### src/rtl/uart_pkg.sv
// Shared types and constants for the UART transmit/receive paths.
package uart_pkg;

  localparam int PRESCALE_W = 16;
  localparam int BIT_TMR_W  = 19;

  localparam int PAR_NONE = 0;
  localparam int PAR_ODD  = 1;
  localparam int PAR_EVEN = 2;

  typedef enum logic [2:0] {
    IDLE,
    START,
    DATA,
    PARITY,
    STOP
  } uart_state_t;

  // A prescale of zero would give a zero-length bit, so it is clamped to one.
  function automatic logic [BIT_TMR_W-1:0] bit_period(input logic [PRESCALE_W-1:0] prescale);
    logic [PRESCALE_W-1:0] eff;
    eff = (prescale == '0) ? PRESCALE_W'(1) : prescale;
    return {eff, 3'b000};
  endfunction

endpackage

### src/rtl/uart_bit_timer.sv
// Bit-period down-counter: loads a period, then emits a one-cycle tick at the end of every period.
module uart_bit_timer
  import uart_pkg::*;
(
  input  logic                 clk_i,
  input  logic                 rstn_i,
  input  logic                 load_i,
  input  logic                 en_i,
  input  logic [BIT_TMR_W-1:0] period_i,
  output logic                 tick_o
);

  logic [BIT_TMR_W-1:0] reload_q;
  logic [BIT_TMR_W-1:0] cnt_q;

  // The period is captured on load so later changes to period_i do not disturb a running frame.
  always_ff @(posedge clk_i or negedge rstn_i) begin
    if (!rstn_i) begin
      reload_q <= '0;
      cnt_q    <= '0;
    end else if (load_i) begin
      reload_q <= period_i - BIT_TMR_W'(1);
      cnt_q    <= period_i - BIT_TMR_W'(1);
    end else if (en_i) begin
      if (cnt_q == '0) begin
        cnt_q <= reload_q;
      end else begin
        cnt_q <= cnt_q - BIT_TMR_W'(1);
      end
    end
  end

  assign tick_o = en_i && (cnt_q == '0);

endmodule

### src/rtl/uart_tx_axis.sv
// UART transmitter fed by an AXI-stream slave; frames bytes onto txd_o with optional parity.
module uart_tx_axis
  import uart_pkg::*;
#(
  parameter int DATA_WIDTH = 8,
  parameter int PARITY     = 0,
  parameter int STOP_BITS  = 1
) (
  input  logic                  clk_i,
  input  logic                  rstn_i,
  input  logic [DATA_WIDTH-1:0] s_axis_tdata,
  input  logic                  s_axis_tvalid,
  output logic                  s_axis_tready,
  input  logic [PRESCALE_W-1:0] prescale_i,
  output logic                  txd_o,
  output logic                  busy_o
);

  localparam int IDX_W = (DATA_WIDTH > 1) ? $clog2(DATA_WIDTH) : 1;
  localparam logic [IDX_W-1:0] LAST_IDX = IDX_W'(DATA_WIDTH - 1);

  uart_state_t state_q, state_d;
  logic [DATA_WIDTH-1:0] shift_q, shift_d;
  logic [IDX_W-1:0] idx_q, idx_d;
  logic stop_cnt_q, stop_cnt_d;
  logic parity_q, parity_d;
  logic txd_d, tready_d, busy_d;
  logic handshake, tick, timer_en, stop_last;
  logic [BIT_TMR_W-1:0] period;

  assign handshake = s_axis_tvalid && s_axis_tready;
  assign period    = bit_period(prescale_i);
  assign timer_en  = (state_q != IDLE);
  assign stop_last = (STOP_BITS == 1) || stop_cnt_q;

  uart_bit_timer u_bit_timer (
    .clk_i    (clk_i),
    .rstn_i   (rstn_i),
    .load_i   (handshake),
    .en_i     (timer_en),
    .period_i (period),
    .tick_o   (tick)
  );

  always_ff @(posedge clk_i or negedge rstn_i) begin
    if (!rstn_i) begin
      state_q       <= IDLE;
      shift_q       <= '0;
      idx_q         <= '0;
      stop_cnt_q    <= 1'b0;
      parity_q      <= 1'b0;
      txd_o         <= 1'b1;
      s_axis_tready <= 1'b0;
      busy_o        <= 1'b0;
    end else begin
      state_q       <= state_d;
      shift_q       <= shift_d;
      idx_q         <= idx_d;
      stop_cnt_q    <= stop_cnt_d;
      parity_q      <= parity_d;
      txd_o         <= txd_d;
      s_axis_tready <= tready_d;
      busy_o        <= busy_d;
    end
  end

  // Every output is the registered copy of its next value, so txd_o changes only on clock edges.
  always_comb begin
    state_d    = state_q;
    shift_d    = shift_q;
    idx_d      = idx_q;
    stop_cnt_d = stop_cnt_q;
    parity_d   = parity_q;
    txd_d      = txd_o;
    tready_d   = s_axis_tready;
    busy_d     = busy_o;

    case (state_q)
      IDLE: begin
        txd_d    = 1'b1;
        tready_d = 1'b1;
        busy_d   = 1'b0;
        if (handshake) begin
          state_d    = START;
          shift_d    = s_axis_tdata;
          idx_d      = '0;
          stop_cnt_d = 1'b0;
          parity_d   = (PARITY == PAR_ODD) ? ~^s_axis_tdata : ^s_axis_tdata;
          txd_d      = 1'b0;
          tready_d   = 1'b0;
          busy_d     = 1'b1;
        end
      end
      START: begin
        if (tick) begin
          state_d = DATA;
          txd_d   = shift_q[0];
          shift_d = shift_q >> 1;
        end
      end
      DATA: begin
        if (tick) begin
          if (idx_q == LAST_IDX) begin
            if (PARITY != PAR_NONE) begin
              state_d = uart_pkg::PARITY;
              txd_d   = parity_q;
            end else begin
              state_d = STOP;
              txd_d   = 1'b1;
            end
          end else begin
            idx_d   = idx_q + IDX_W'(1);
            txd_d   = shift_q[0];
            shift_d = shift_q >> 1;
          end
        end
      end
      uart_pkg::PARITY: begin
        if (tick) begin
          state_d = STOP;
          txd_d   = 1'b1;
        end
      end
      STOP: begin
        // Leaving STOP re-opens tready, so a held tvalid handshakes on the very next edge.
        if (tick) begin
          if (stop_last) begin
            state_d  = IDLE;
            tready_d = 1'b1;
            busy_d   = 1'b0;
          end else begin
            stop_cnt_d = 1'b1;
          end
        end
      end
      default: begin
        state_d = IDLE;
        txd_d   = 1'b1;
      end
    endcase
  end

endmodule
### config.mk
export PLATFORM = sky130hd
export DESIGN_NAME = uart_tx_axis
export DESIGN_NICKNAME = d
export VERILOG_FILES = /design/src/rtl/uart_pkg.sv /design/src/rtl/uart_bit_timer.sv /design/src/rtl/uart_tx_axis.sv
export SDC_FILE = /design/constraint.sdc
export NUM_CORES = 1
export LEC_CHECK = 0
export BUFFER_PORTS_ARGS = -buffer_cell sky130_fd_sc_hd__clkbuf_2
export CAP_MARGIN = 15
export CORE_UTILIZATION = 30
export DETAILED_ROUTE_END_ITERATION = 10
export HOLD_SLACK_MARGIN = 0.05
export PLACE_DENSITY = 0.57
export SYNTH_ARGS = -nofsm -noshare
export SYNTH_HDL_FRONTEND = slang
export SYNTH_SLANG_ARGS = --single-unit
export TNS_END_PERCENT = 100
### constraint.sdc
create_clock -name clk_i -period 2.9 [get_ports clk_i]
set_input_delay 0.29 -clock clk_i [delete_from_list [all_inputs] [get_ports clk_i]]
set_output_delay 0.29 -clock clk_i [all_outputs]
set_load 0.05 [all_outputs]
==> out/results.tsv <==
stage	metric	value	unit
final_layout	fin_nets	406	
worst_setup_path	end_kind	flop	
synth	yosysWarnings	0	
synth	synth_top_flop_cell	dfrtp_1	
route	drc	0	
final_layout	fin_cells	508	
synth	yosysTopAreaCell	dfrtp_1	
grt	antenna_found_initial	0	
route	ant_nets	0	
synth	ys_seq_area_share	42.8	%
timing	worst_pin_slew	909	ps
final_layout	syn2layout_area_growth	14.6	%
route	viasPerCell	5.32	
place	place.gp.congestion	0.812	
grt	grt_overflow	0	
synth	yosysUniqueCellTypes	61	
status	outcome	finished clean	
clocking	cts_tree	built	
clocking	clk_path_buf_depth	2	
timing	setup_viol	0	
synth	ys_seq_elements	53	
pwr	p_leak	1.48	nW
final_layout	fin_area	3550	um2
place	port_buffers	29	
timing	slew_violations	0	
die	num_rows	36	
clocking	cts_resized	0	
timing	max_freq	0.424	GHz
timing	finalHoldViolCount	0	
synth	syn_nets	374	
run	maxCapViolCount	0	
synth	synthTopCellsByArea	dfrtp_1, mux2i_1, o21ai_0, a21oi_1, nand2_1	
final_layout	drive_gt1_share	16.0	%
synth	syn-instance-count	342	
final_layout	fillers	1042	
route	vias	2704	
die	core_area	9910	um2
die	dieArea	10800	um2
worst_setup_path	cp.arrival	2570	ps
synth	netlist.area_leader.share	41.9	%
clocking	clock-sinks	53	
timing	fin_worst_skew	15.3	ps
die	die_height	104	um
die	die_w	104	um
route	drt_pass1_iterations	4	
synth	synth-edff-count	0	
timing	setup_tns	0	ps
final_layout	antenna_cells	0	
synth	ys_top_cells_by_count	dfrtp_1, nand2_1, nor2_1	
route	first_iter_violations	115	
timing	min_period_over_period	81.3	%
synth	yosysMostFrequentCell	dfrtp_1	
clocking	cts_buffers	5	
timing	rsz0062_at_grt	no	
clocking	insertion_delay	320	ps
die	io_pins	30	
worst_setup_path	cp.required	3120	ps
synth	syn_avg_cell_area	9.07	um2
pwr	p_per_area	760	nW/um2
die	start_util	31.3	%
worst_setup_path	crit_path_start_kind	flop	
place	placedCellCount	499	
grt	grtUsageTotal	15.0	%
grt	grt_pass1_vias	2608	
clocking	clkTransAtPathRegs	110	ps
grt	grt_pass1_wl	13.2	mm
worst_setup_path	crit_type	reg -> reg	
place	placedInstanceArea	3430	um2
synth	syn_area	3100	um2
min_path	min_path_type	in -> reg	
clocking	cts_root_buf	clkbuf_8	
timing	maxSlewHeadroom	39.1	%
grt	grt_max_degree	26	
clocking	cts.htree.levels	2	
synth	async_flop_share	100	%
timing	fin_crit	2360	ps
route	wl	7.59	mm
worst_setup_path	critical_path.max_fanout	16	
place	dp_hpwl	5.46	mm
route	wl_per_cell	14.9	um
pwr	peakVddDrop	0.000233	V
[through the flow]
step | setup WS, ps | utilization (%) | hold WS (ps) | total power [W]
floorplan | 553 | - | -5.59 | 0.00192
finish | 541 | 35.9 | 228 | 0.00270
global route | 387 | 35.9 | 238 | 0.00291
global placement | 574 | 34.6 | 240 | 0.00218
detailed placement | 436 | 34.6 | 235 | 0.00220
CTS | 538 | 35.9 | 220 | 0.00272
[area by class of cell]
cell class                 instances  area, um2  share of cell area [%]
clock buffer                       6       72.6                    2.04
tap                              133        166                    4.68
timing repair buffer              43        253                    7.11
inverter                           9       33.8                   0.950
multi-input combinational        262       1660                    46.8
sequential                        53       1330                    37.3
clock inverter                     2       38.8                    1.09
[registers in the layout (all words and copies together), names as in the netlist]
signal,count
idx_q,3
shift_q,8
txd_o,1
u_bit_timer.cnt_q,19
u_bit_timer.reload_q,17
s_axis_tready,1
state_q,3
busy_o,1
[per-layer routing]
metal  GRT usage (%)  up-vias  wire [um]
li1                -     1327          -
met3            2.89       11        366
met4            5.41        0        149
met2            22.9       76       3440
met5               0        -          0
met1            21.2     1290       3630
[logic make-up after synthesis]
group                    count (synthesis)  synth area share (%)
XOR/XNOR                                11                  3.10
adder cells (fa/ha/maj)                  5                  2.02
AO/OA/AOI/OAI                          102                  21.2
buffers and inverters                   27                  3.79
multiplexers                            16                  5.36
AND/OR/NAND/NOR                        128                  21.7
flip-flops                              53                  42.8
[power by group]
| group | total [W] | internal (W) | leakage (nW) | switching (W) |
|---|---|---|---|---|
| clock network | 0.000516 | 0.000260 | 0.0554 | 0.000256 |
| logic | 0.000890 | 0.000376 | 0.798 | 0.000515 |
| registers | 0.00130 | 0.00103 | 0.628 | 0.000270 |
| total | 0.00270 | 0.00166 | 1.48 | 0.00104 |
[worst paths after layout]
kind                                          to                   from  slack, ps  depth (start not counted)
max reg2reg                u_bit_timer.cnt_q[17]  u_bit_timer.cnt_q[12]        540                          6
max in group asynchronous             state_q[0]                 rstn_i       1800                          3
max                        u_bit_timer.cnt_q[17]  u_bit_timer.cnt_q[12]        540                          6
min in group asynchronous             shift_q[3]                 rstn_i        420                          2
min                                   shift_q[7]        s_axis_tdata[7]        230                          2
min reg2reg                           shift_q[1]             shift_q[1]        490                          2
[layout by cell type, fill, tap and decap left out, types with 3 or more instances in the layout]
cell | Yosys | final
buf_4 | 0 | 13
and2_1 | 4 | 4
or3_1 | 6 | 6
a31oi_1 | 3 | 3
ha_1 | 5 | 5
nor2_1 | 30 | 30
o21ai_0 | 26 | 26
o22ai_1 | 6 | 6
o21a_1 | 7 | 7
nand2b_1 | 6 | 6
dfrtp_1 | 52 | 52
inv_1 | 9 | 9
a2bb2oi_1 | 7 | 7
nand4_1 | 5 | 5
nor4_1 | 9 | 9
clkbuf_2 | 0 | 29
nand2_1 | 30 | 30
clkbuf_8 | 0 | 5
xor2_1 | 6 | 6
mux2i_1 | 14 | 14
nor3_1 | 17 | 16
a21oi_1 | 24 | 24
nand3_1 | 5 | 5
o21ai_1 | 3 | 3
xnor2_1 | 5 | 5
or4_1 | 3 | 3
[what timing repair did]
action,CTS,global route
setup buffers,0,0
hold buffers,1,0
hold endpoints to repair,13,0
[worst max-delay path: stages (launching register included)]
cell and delay [ps]:
dfrtp_1 450, nor4_2 340, nand3_2 180, or3_1 680, o2bb2ai_1 240, nor4_1 60, a311o_1 300
Note: power is estimated with default switching activity, not from simulation.
